**src/rtl/lock_pkg.sv**
```systemverilog
// rtl/lock_pkg.sv - shared encodings and code helper for the combination lock
package lock_pkg;

  localparam int          NDIG_DEF = 6;
  localparam logic [23:0] CODE_DEF = 24'h305464;

  typedef enum logic [3:0] {
    S0       = 4'd0,
    S1       = 4'd1,
    S2       = 4'd2,
    S3       = 4'd3,
    S4       = 4'd4,
    S5       = 4'd5,
    F1       = 4'd6,
    F2       = 4'd7,
    F3       = 4'd8,
    F4       = 4'd9,
    F5       = 4'd10,
    S_OPEN   = 4'd11,
    S_CLOSED = 4'd12
  } state_t;

  localparam logic [1:0] ST_ENTER  = 2'b00;
  localparam logic [1:0] ST_OPEN   = 2'b01;
  localparam logic [1:0] ST_CLOSED = 2'b10;

  // Nibble idx of the packed code; index 0 is the first digit entered (MS nibble).
  function automatic logic [3:0] code_nibble(input logic [23:0] code, input logic [2:0] idx);
    logic [23:0] w_sh;
    w_sh = code << {idx, 2'b00};
    return w_sh[23:20];
  endfunction

endpackage

```
**src/rtl/lock_fsm.sv**
```systemverilog
// rtl/lock_fsm.sv - sequential core of the combination lock, one digit per clk edge
module lock_fsm
  import lock_pkg::*;
#(
  parameter int          NDIG = NDIG_DEF,
  parameter logic [23:0] CODE = CODE_DEF
) (
  input  logic       clk,
  input  logic       rst_n,
  input  logic [3:0] digit,
  output logic [3:0] last_digit,
  output logic       last_valid,
  output logic [2:0] count,
  output logic [1:0] status,
  output logic [3:0] dbg_state
);

  state_t     r_state;
  state_t     w_next_state;
  logic [3:0] r_last_digit;
  logic       r_last_valid;
  logic [2:0] r_count;
  logic [1:0] r_status;
  logic       w_advance;
  logic       w_recover;
  logic       w_match;
  logic       w_last;
  logic [1:0] w_next_status;

  always_comb begin
    w_next_state  = r_state;
    w_advance     = 1'b0;
    w_recover     = 1'b0;
    w_match       = (digit == code_nibble(CODE, r_count));
    w_last        = (r_count == 3'(NDIG - 1));
    case (r_state)
      S0, S1, S2, S3, S4, S5: begin
        w_advance = 1'b1;
        if (w_match)
          w_next_state = w_last ? S_OPEN : state_t'(r_state + 4'd1);
        else
          w_next_state = w_last ? S_CLOSED : state_t'(4'(F1) + {1'b0, r_count});
      end
      F1, F2, F3, F4, F5: begin
        w_advance    = 1'b1;
        w_next_state = w_last ? S_CLOSED : state_t'(r_state + 4'd1);
      end
      S_OPEN, S_CLOSED: ;
      default: begin
        w_recover    = 1'b1;
        w_next_state = S0;
      end
    endcase
    w_next_status = (w_next_state == S_OPEN)   ? ST_OPEN :
                    (w_next_state == S_CLOSED) ? ST_CLOSED : ST_ENTER;
  end

  // Terminal states hold every register; only reset starts a new attempt.
  always_ff @(posedge clk or negedge rst_n) begin
    if (!rst_n) begin
      r_state      <= S0;
      r_last_digit <= 4'd0;
      r_last_valid <= 1'b1;
      r_count      <= 3'd0;
      r_status     <= ST_ENTER;
    end else begin
      r_state <= w_next_state;
      if (w_advance) begin
        r_last_digit <= digit;
        r_last_valid <= (digit <= 4'd9);
        r_count      <= r_count + 3'd1;
        r_status     <= w_next_status;
      end else if (w_recover) begin
        r_count  <= 3'd0;
        r_status <= ST_ENTER;
      end
    end
  end

  assign last_digit = r_last_digit;
  assign last_valid = r_last_valid;
  assign count      = r_count;
  assign status     = r_status;
  assign dbg_state  = r_state;

endmodule

```
**config.mk**
```make
export PLATFORM = sky130hd
export DESIGN_NAME = lock_fsm
export DESIGN_NICKNAME = d
export VERILOG_FILES = /design/src/rtl/lock_pkg.sv /design/src/rtl/lock_fsm.sv
export SDC_FILE = /design/constraint.sdc
export NUM_CORES = 1
export LEC_CHECK = 0
export ABC_AREA = 1
export BUFFER_PORTS_ARGS = -buffer_cell sky130_fd_sc_hd__buf_2
export CORE_UTILIZATION = 40
export DETAILED_ROUTE_END_ITERATION = 8
export MAX_ROUTING_LAYER = met4
export SETUP_SLACK_MARGIN = 0.15
export SLEW_MARGIN = 20
export SYNTH_ARGS = -nofsm -noshare
export SYNTH_HDL_FRONTEND = slang
export SYNTH_SLANG_ARGS = --single-unit
```
**constraint.sdc**
```tcl
create_clock -name clk -period 1.75 [get_ports clk]
set_input_delay 0.35 -clock clk [delete_from_list [all_inputs] [get_ports clk]]
set_output_delay 0.35 -clock clk [all_outputs]
set_load 0.1 [all_outputs]
```
==> flow_metrics.env, run 1 <==
export IMPL_outcome="finished, violations left"
export IMPL_violations="negative setup slack"
export IMPL_r2r_cells=10
export IMPL_fmax_mhz=560
export IMPL_cap_viol_max_count=0
export IMPL_drtAntennaViolNets=0
export IMPL_r2r_slack_ns=-0.04
export IMPL_seqCellArea_sq_um=373
export IMPL_multi_input_area_sq_um=773
export IMPL_critical_path_top_delay_family="simple AND/OR/NAND/NOR gates"
export IMPL_io_pin_count=20
export IMPL_grtUsageTotal_pct=21.3
export IMPL_yosys_top_cells_area="dfrtp_1, nand2_1, ha_1"
export IMPL_crit_slowest_cell="dfrtp_4"
export IMPL_vias=1036
export IMPL_period_needed_ns=1.79
export IMPL_grt_pass1_wl_um=4120
export IMPL_finalClockSkew_ns=0.00365
export IMPL_fin_nets=199
export IMPL_cts_buffers=3
export IMPL_yosysMostFrequentCell="nand2_1"
export IMPL_die_area_sq_um=2750
export IMPL_die_w_um=52.4
export IMPL_globalplace_congestion=0.796
export IMPL_synthArstFlopShare_pct=100
export IMPL_ys_seq_area_share_pct=34.6
export IMPL_fill_cells=185
export IMPL_syn_inst=137
export IMPL_die_h_um=52.4
export IMPL_grt_ovfl_total=0
export IMPL_drive_above_1_share_pct=60.1
export IMPL_worstMarginPinSlew_ns=0.488
export IMPL_io_buffers=19
export IMPL_synth_distinct_cells=23
export IMPL_cts_sinks=14
export IMPL_r2r_start="dbg_state[0]"
export IMPL_drt_total_wl_um=2670
export IMPL_stdcell_count=211
export IMPL_finalCoreUtilization_pct=72.2
export IMPL_yosysTopAreaCellShare_pct=32.0
export IMPL_cp_depth=10
export IMPL_timing_hold_ws_ns=0.309
export IMPL_ys_warn_count=0
export IMPL_synth_edf_count=0
export IMPL_drv_slew=0
export IMPL_areaGrowthSynthToFinish_pct=63.0
export IMPL_setup_viol=9
export IMPL_placed_cells=195
export IMPL_syn_area_per_cell_sq_um=7.43
export IMPL_tritoncts="yes"
export IMPL_path_max_fanout=6
export IMPL_hold_viol=0
export IMPL_antenna_found_initial=0
export IMPL_cts_root_buf="clkbuf_4"
export IMPL_htree_levels=1
export IMPL_synth_top_flop_cell="dfrtp_1"
export IMPL_dp_slack_ns=-0.0316
export IMPL_yosys_top_cells_count="nand2_1, inv_1, nor2_1"
export IMPL_drt_iter0_markers=13
export IMPL_worst_ep_arrival_time_ns=2.02
export IMPL_clockBufferDepth=2
export IMPL_max_stage_delay_ns=0.54
export IMPL_insertion_delay_ns=0.29
export IMPL_rsz0062_at_grt="yes"
export IMPL_worstPathBufferInverterCount=2
export IMPL_min_path_type="in2reg"
export IMPL_first_global_vias=940
export IMPL_crit_type="reg2reg"
export IMPL_slew_headroom_pct=67.7
export IMPL_cpMostUsedCell="nand2_1"
export IMPL_rr_endpoint="status[0]"
export IMPL_crit_chain="ha_4 -> nor2_4 -> inv_2 -> a22oi_2 -> nand2_2 -> nor2_4 -> nand2_1 -> inv_1 -> nand2_1 -> nand2_1"
export IMPL_rows=17
export IMPL_worst_setup_path_end_kind="flip-flop"
export IMPL_start_util_pct=44.3
export IMPL_syn_area_sq_um=1020
export IMPL_grt_start_max_net_pins=15
export IMPL_wire_per_inst_um=12.6
export IMPL_cp_required_ns=1.98
export IMPL_dr_pass1_iters=4
export IMPL_endpoint="status[0]"
export IMPL_startpoint_type="flip-flop"
export IMPL_yosysTopAreaCell="dfrtp_1"
export IMPL_syn_nets=152
export IMPL_drc=0
export IMPL_antenna_cells=0
export IMPL_path_clk_slew_ns=0.09
export IMPL_timing_final_ws_setup_ns=-0.0354
export IMPL_viasPerCell=4.91
export IMPL_min_period_over_period_pct=102
export IMPL_hpwl_um=1890
export IMPL_core_area_sq_um=2300
export IMPL_synth_seq_cells=14
export IMPL_setup_worst_path_start="dbg_state[0]"
worst min-delay path, stage by stage:
cell and delay, ns:
buf_2 0.11, nand2_4 0.06, nand2_1 0.05
cells in the final DEF (no fill, tap or decap), types with 5 or more instances in the layout:
| cell type | n |
|---|---|
| nand2_1 | 20 |
| o21ai_1 | 7 |
| inv_1 | 12 |
| dfrtp_1 | 6 |
| nand3_1 | 7 |
| buf_4 | 19 |
| nand2_2 | 13 |
| nor2_1 | 13 |
| ha_4 | 6 |
| inv_4 | 5 |
| dfrtp_4 | 5 |
| buf_2 | 16 |
sequential cells by signal, summed over array words and instances (netlist names):
signal      cells
dbg_state       4
last_digit      4
status          2
last_valid      1
count           3
cell families (layout without fill, tap and decap cells):
kind of cell / count (synthesis) / count (layout) / synth area share (%)
DFF: 14 / 14 / 34.6
xor gates and xnor gates: 3 / 3 / 2.58
adders and majority gates: 9 / 9 / 11.1
AOI/OAI and AO/OA: 19 / 19 / 12.8
and+or+nand+nor: 68 / 68 / 29.4
buffers and inverters: 24 / 70 / 9.59
through the flow:
step	area (sq um)	TNS [ns]
detailed placement	1350	-0.0556
CTS	1520	-0.0941
floorplan	1130	-0.197
global placement	1350	-0.0172
finish	1660	-0.180
global route	1660	-1.03
how the worst min path moves through the flow:
stage                   from       endpoint  slack, ns  depth (start not counted)
finish              digit[3]  last_digit[3]       0.31                          3
global route        digit[3]  last_digit[3]       0.31                          3
CTS                 digit[3]  last_digit[3]       0.31                          3
detailed placement     rst_n       count[1]       0.27                          1
global placement       rst_n       count[0]       0.26                          1
floorplan              rst_n   dbg_state[2]       0.05                          0
layer usage:
layer | routed length [um] | track usage [%] | vias up
met3 | 91 | 4.35 | 4
met4 | 34 | 5.26 | 0
met5 | 0 | - | -
met2 | 1290 | 32.9 | 21
met1 | 1260 | 28.5 | 489
li1 | - | - | 522
final cells by class:
type	count	area share, %
flip-flops and latches	14	22.5
clock buffers	4	2.19
multi-input cells	99	46.6
well taps	28	2.11
repair buffers	43	19.8
inverters	23	6.72
timing repair:
item / 4_1_cts / 5_1_grt
gates cloned: 0 / 0
hold buffers: 1 / 0
endpoints found under the hold margin: 13 / 0
resized for setup: 22 / 36
setup buffers: 5 / 6
setup endpoints to repair: 15 / 16
pin swaps: 6 / 14
Power of run 1 is not shown: default switching activity piles up to over one toggle a cycle in this logic, so the estimate is an artifact.
==> inputs of run 2 (changes only) <==
--- a/config.mk
+++ b/config.mk
@@ -7,11 +7,12 @@
 export LEC_CHECK = 0
 export ABC_AREA = 1
 export BUFFER_PORTS_ARGS = -buffer_cell sky130_fd_sc_hd__buf_2
-export CORE_UTILIZATION = 40
+export CORE_UTILIZATION = 48
 export DETAILED_ROUTE_END_ITERATION = 8
 export MAX_ROUTING_LAYER = met4
+export PLACE_DENSITY = 0.73
 export SETUP_SLACK_MARGIN = 0.15
-export SLEW_MARGIN = 20
+export SLEW_MARGIN = 10
 export SYNTH_ARGS = -nofsm -noshare
 export SYNTH_HDL_FRONTEND = slang
 export SYNTH_SLANG_ARGS = --single-unit
==> run 2 against run 1 <==
Effect of this change: sequential share of layout area increased by 0.40 points; wire length increased by 18%; critical path depth increased by 2; first-iteration DRC count increased to 3.2 times the previous value; global-route usage increased by 4.5 points; final cell count decreased by 4.7%; worst hold slack improved by 0.017 ns; the run still ends with negative setup slack left; clock skew decreased by 0.0026 ns; die area decreased by 16%; non-clock buffer count decreased by 9; maximum frequency decreased by 2.8%; worst setup slack got worse by 0.052 ns; critical path type unchanged.
==> flow_metrics.env, run 2 (same netlist as run 1, synthesis figures left out) <==
export IMPL_die_h_um=48.0
export IMPL_wire_per_inst_um=15.6
export IMPL_layout_commonest_cell="nand2_1"
export IMPL_first_global_vias=940
export IMPL_min_path_type="in2reg"
export IMPL_worstPathBufferInverterCount=2
export IMPL_path_clk_slew_ns=0.09
export IMPL_vias=1064
export IMPL_violations="negative setup slack"
export IMPL_period_needed_ns=1.84
export IMPL_path_max_fanout=4
export IMPL_placed_area_sq_um=1300
export IMPL_viasPerCell=5.29
export IMPL_hpwl_um=1930
export IMPL_outcome="finished, violations left"
export IMPL_drive_above_1_share_pct=58.6
export IMPL_insertion_delay_ns=0.29
export IMPL_timing_hold_ws_ns=0.327
export IMPL_core_area_sq_um=1980
export IMPL_drc=0
export IMPL_grt_start_max_net_pins=15
export IMPL_grtUsageTotal_pct=25.8
export IMPL_cp_required_ns=1.99
export IMPL_worst_setup_path_end_kind="flip-flop"
export IMPL_setup_viol=7
export IMPL_cts_sinks=14
export IMPL_cts_buffers=3
export IMPL_clockBufferDepth=2
export IMPL_fmax_mhz=544
export IMPL_max_stage_delay_ns=0.53
export IMPL_slew_headroom_pct=67.7
export IMPL_start_util_pct=51.3
export IMPL_drt_total_wl_um=3140
export IMPL_htree_levels=1
export IMPL_critical_path_top_delay_family="simple AND/OR/NAND/NOR gates"
export IMPL_cts_root_buf="clkbuf_4"
export IMPL_finalClockSkew_ns=0.00102
export IMPL_cap_viol_max_count=0
export IMPL_die_area_sq_um=2310
export IMPL_grt_ovfl_total=0
export IMPL_drv_slew=0
export IMPL_final_cell_mix="nand2_1, buf_2, inv_1"
export IMPL_rsz0062_at_grt="yes"
export IMPL_crit_type="reg2reg"
export IMPL_min_period_over_period_pct=105
export IMPL_drtAntennaViolNets=0
export IMPL_hold_viol=0
export IMPL_final_area_sq_um=1630
export IMPL_timing_final_ws_setup_ns=-0.0875
export IMPL_antenna_cells=0
export IMPL_fin_nets=190
export IMPL_worst_ep_arrival_time_ns=2.07
export IMPL_antenna_found_initial=0
export IMPL_crit_chain="inv_6 -> ha_4 -> inv_2 -> nand2_2 -> nand3_2 -> nor2_4 -> nand3_1 -> nand3_2 -> nand2_2 -> nor2_1 -> nand3_1 -> nand2_1"
export IMPL_tritoncts="yes"
export IMPL_dr_pass1_iters=4
export IMPL_globalplace_congestion=0.805
export IMPL_worstMarginPinSlew_ns=0.487
export IMPL_rows=16
export IMPL_drt_iter0_markers=42
export IMPL_io_buffers=19
export IMPL_io_pin_count=20
export IMPL_areaGrowthSynthToFinish_pct=60.1
export IMPL_grt_pass1_wl_um=4000
export IMPL_die_w_um=48.0
export IMPL_crit_slowest_cell="dfrtp_4"
export IMPL_startpoint_type="flip-flop"
## run 2: changes by cell type in the layout (fill, tap and decap cells not counted), sizes merged
cell,change
buf,-9
## run 2: area by class of cell
class,instances,area [sq um]
Multi-Input combinational cell,99,798
Sequential cell,14,373
Fill cell,92,353
Timing Repair Buffer,34,279
Inverter,23,109
Clock buffer,4,36.3
Tap cell,27,33.8
## run 2: what timing repair did
item / in CTS / in global routing
hold endpoints to repair: 13 / 0
gates cloned: 1 / 0
setup endpoints to repair: 13 / 15
pin swaps: 14 / 13
resized for setup: 28 / 26
hold buffers: 1 / 0
setup buffers: 6 / 2
## run 2: per-stage QoR
| stage | setup slack, ns | utilization, % | cells | setup TNS [ns] |
|---|---|---|---|---|
| final | -0.0875 | 82.2 | 201 | -0.222 |
| after global routing | -0.162 | 82.2 | 201 | -0.970 |
| after CTS | -0.0534 | 76.1 | 199 | -0.125 |
| after detailed placement | -0.0687 | 65.5 | 187 | -0.261 |
| after global placement | -0.0293 | 65.5 | 187 | -0.0836 |
| after floorplan | -0.0733 | - | 137 | -0.197 |
## run 2: final timing paths
path / start / endpoint / slack, ns / depth (start not counted)
min reg2reg: status[0] / status[0] / 0.49 / 2
min in group asynchronous: rst_n / count[1] / 0.49 / 2
max reg2reg: count[1] / status[1] / -0.09 / 12
max in group asynchronous: rst_n / last_valid / 0.97 / 2
max: count[1] / status[1] / -0.09 / 12
min: digit[3] / last_digit[3] / 0.33 / 3
## run 2: worst register-to-register path: cells and delay by family (launching register included)
| kind | cells | cell delay (ns) |
|---|---|---|
| fa+ha+maj | 1 | 0.15 |
| buf+inv | 2 | 0.14 |
| flops | 1 | 0.53 |
| simple gates | 9 | 0.96 |
## run 2: routing by layer
metal,wire [um],vias to the layer above,track usage [%]
met1,1210,498,30.5
li1,-,507,-
met3,182,13,2.26
met2,1640,46,46.2
met5,0,-,-
met4,117,0,7.22
Power of run 2 is left out for the same reason.
==> inputs of run 3 (changes only) <==
--- a/config.mk
+++ b/config.mk
@@ -6,11 +6,12 @@
 export NUM_CORES = 1
 export LEC_CHECK = 0
 export ABC_AREA = 1
-export BUFFER_PORTS_ARGS = -buffer_cell sky130_fd_sc_hd__buf_2
-export CORE_UTILIZATION = 48
+export CORE_UTILIZATION = 55
 export DETAILED_ROUTE_END_ITERATION = 8
+export DONT_BUFFER_PORTS = 1
+export HOLD_SLACK_MARGIN = 0.12
 export MAX_ROUTING_LAYER = met4
-export PLACE_DENSITY = 0.73
+export PLACE_DENSITY = 0.72
 export SETUP_SLACK_MARGIN = 0.15
 export SLEW_MARGIN = 10
 export SYNTH_ARGS = -nofsm -noshare
==> run 3 against run 2 <==
Effect of this change: utilization grew 13 points; wire length grew 20%; die area shrank 12%; the run still ends with negative setup slack left; worst setup slack lost 0.021 ns; critical endpoint unchanged; clock-buffer cell count is the same; sequential share of layout area shrank 0.17 points; maximum frequency shrank 1.1%; flip-flop and latch count is the same; cell area grew 0.77%; non-clock buffer count shrank 1.
==> flow_metrics.env, run 3 (same netlist as run 1, synthesis figures left out) <==
export IMPL_setup_viol=6
export IMPL_hold_depth=2
export IMPL_drt_iter0_markers=61
export IMPL_globalplace_congestion=0.808
export IMPL_r2r_cells=14
export IMPL_min_period_over_period_pct=106
export IMPL_slew_headroom_pct=54.2
export IMPL_path_clk_slew_ns=0.09
export IMPL_die_w_um=45.0
export IMPL_timing_final_ws_setup_ns=-0.108
export IMPL_period_needed_ns=1.86
export IMPL_cp_required_ns=1.99
export IMPL_fin_nets=189
export IMPL_grt_pass1_wl_um=4420
export IMPL_io_pin_count=20
export IMPL_rsz0062_at_grt="yes"
export IMPL_drv_slew=0
export IMPL_topRoutingLayerUsed="met4"
export IMPL_min_path_type="in2reg"
export IMPL_violations="negative setup slack"
export IMPL_grt_ovfl_total=0
export IMPL_crit_type="reg2reg"
export IMPL_cts_buffers=3
export IMPL_final_area_sq_um=1640
export IMPL_cts_root_buf="clkbuf_4"
export IMPL_placed_area_sq_um=1280
export IMPL_cap_viol_max_count=0
export IMPL_grt_start_max_net_pins=15
export IMPL_dr_wl_met2_um=1900
export IMPL_setup_worst_path_start="count[1]"
export IMPL_m1WireLength_um=1400
export IMPL_viasPerCell=5.77
export IMPL_die_h_um=45.0
export IMPL_core_area_sq_um=1730
export IMPL_clockBufferDepth=2
export IMPL_fmax_mhz=538
export IMPL_startpoint_type="flip-flop"
export IMPL_r2r_slack_ns=-0.11
export IMPL_start_util_pct=58.9
export IMPL_drt_total_wl_um=3780
export IMPL_first_global_vias=1009
export IMPL_antenna_found_initial=0
export IMPL_htree_levels=1
export IMPL_cts_sinks=14
export IMPL_rr_endpoint="status[1]"
export IMPL_finalCoreUtilization_pct=95.1
export IMPL_final_cell_mix="buf_4, nand2_1, nand2_2"
export IMPL_outcome="finished, violations left"
export IMPL_vias=1142
export IMPL_grtUsageTotal_pct=32.2
export IMPL_path_max_fanout=5
export IMPL_drive_above_1_share_pct=60.1
export IMPL_r2r_start="count[1]"
export IMPL_finalClockSkew_ns=0.00153
export IMPL_insertion_delay_ns=0.30
export IMPL_areaGrowthSynthToFinish_pct=61.4
export IMPL_wl_met3_um=291
export IMPL_hold_viol=0
export IMPL_antenna_cells=0
export IMPL_wire_per_inst_um=19.1
export IMPL_die_area_sq_um=2030
export IMPL_rows=15
export IMPL_tritoncts="yes"
export IMPL_worst_setup_path_end_kind="flip-flop"
export IMPL_fill_cells=50
export IMPL_io_buffers=0
export IMPL_drc=0
export IMPL_dp_slack_ns=-0.0452
export IMPL_drtAntennaViolNets=0
export IMPL_layout_commonest_cell="buf_4"
export IMPL_worst_ep_arrival_time_ns=2.10
export IMPL_hold_end="last_digit[3]"
export IMPL_dr_pass1_iters=4
export IMPL_hpwl_um=1840
export IMPL_min_from="digit[3]"
export IMPL_worstMarginPinSlew_ns=0.685
run 3: changes by cell type in the layout (fill, tap and decap cells not counted), moves of 2 or more:
cell     change
o21ai_1      +2
nand2_2      +2
buf_12       -2
buf_4       +12
o21ai_2      -2
buf_2       -16
buf_6        +7
run 3: what timing repair did:
item                                    in CTS  in global routing
buffers inserted                            11                  5
gates cloned                                 0                  0
endpoints found under the setup margin      11                 14
resized for setup                           26                 36
hold endpoints to repair                    14                  0
pin swaps                                    8                 12
hold buffers                                 1                  0
run 3: layer usage:
metal | track usage [%] | up-vias
met5 | - | -
met4 | 14.5 | 0
met3 | 3.60 | 23
met2 | 53.9 | 75
met1 | 38.8 | 542
li1 | - | 502
run 3: layout make-up:
cell class                      count  area [sq um]  area share (%)
Tap cell                           25          31.3            1.91
Timing Repair Buffer               33           293            17.8
Sequential cell                    14           373            22.7
Multi-Input combinational cell     99           805            49.0
Clock buffer                        4          26.3            1.60
Inverter                           23           114            6.94
run 3: how the worst max path moves through the flow:
| stage | to | slack (ns) | cells after the start |
|---|---|---|---|
| floorplan | status[1] | -0.07 | 11 |
| global placement | count[1] | 0.0005 | 8 |
| detailed placement | status[0] | -0.05 | 12 |
| CTS | status[0] | -0.05 | 12 |
| global route | status[1] | -0.17 | 12 |
| finish | status[1] | -0.11 | 14 |
run 3: metrics by stage:
| step | setup TNS (ns) | instances | hold WS, ns |
|---|---|---|---|
| after floorplan | -0.197 | 137 | 0.0544 |
| after global placement | 0 | 177 | 0.0548 |
| after detailed placement | -0.0983 | 177 | 0.0547 |
| after CTS | -0.0769 | 193 | 0.173 |
| after global routing | -0.971 | 198 | 0.171 |
| final | -0.336 | 198 | 0.165 |
run 3: critical path: stages, from the launching register on:
cell and delay (ns):
dfrtp_4 0.52, inv_6 0.09, ha_4 0.14, inv_2 0.05
nand2_2 0.05, nand3_2 0.10, nor2_4 0.19, nand2_4 0.09
nand2_1 0.08, nand3_2 0.08, nand2_2 0.10, inv_2 0.04
nor2_1 0.09, nand3_1 0.09, nand2_1 0.08
Power of run 3 is left out for the same reason.
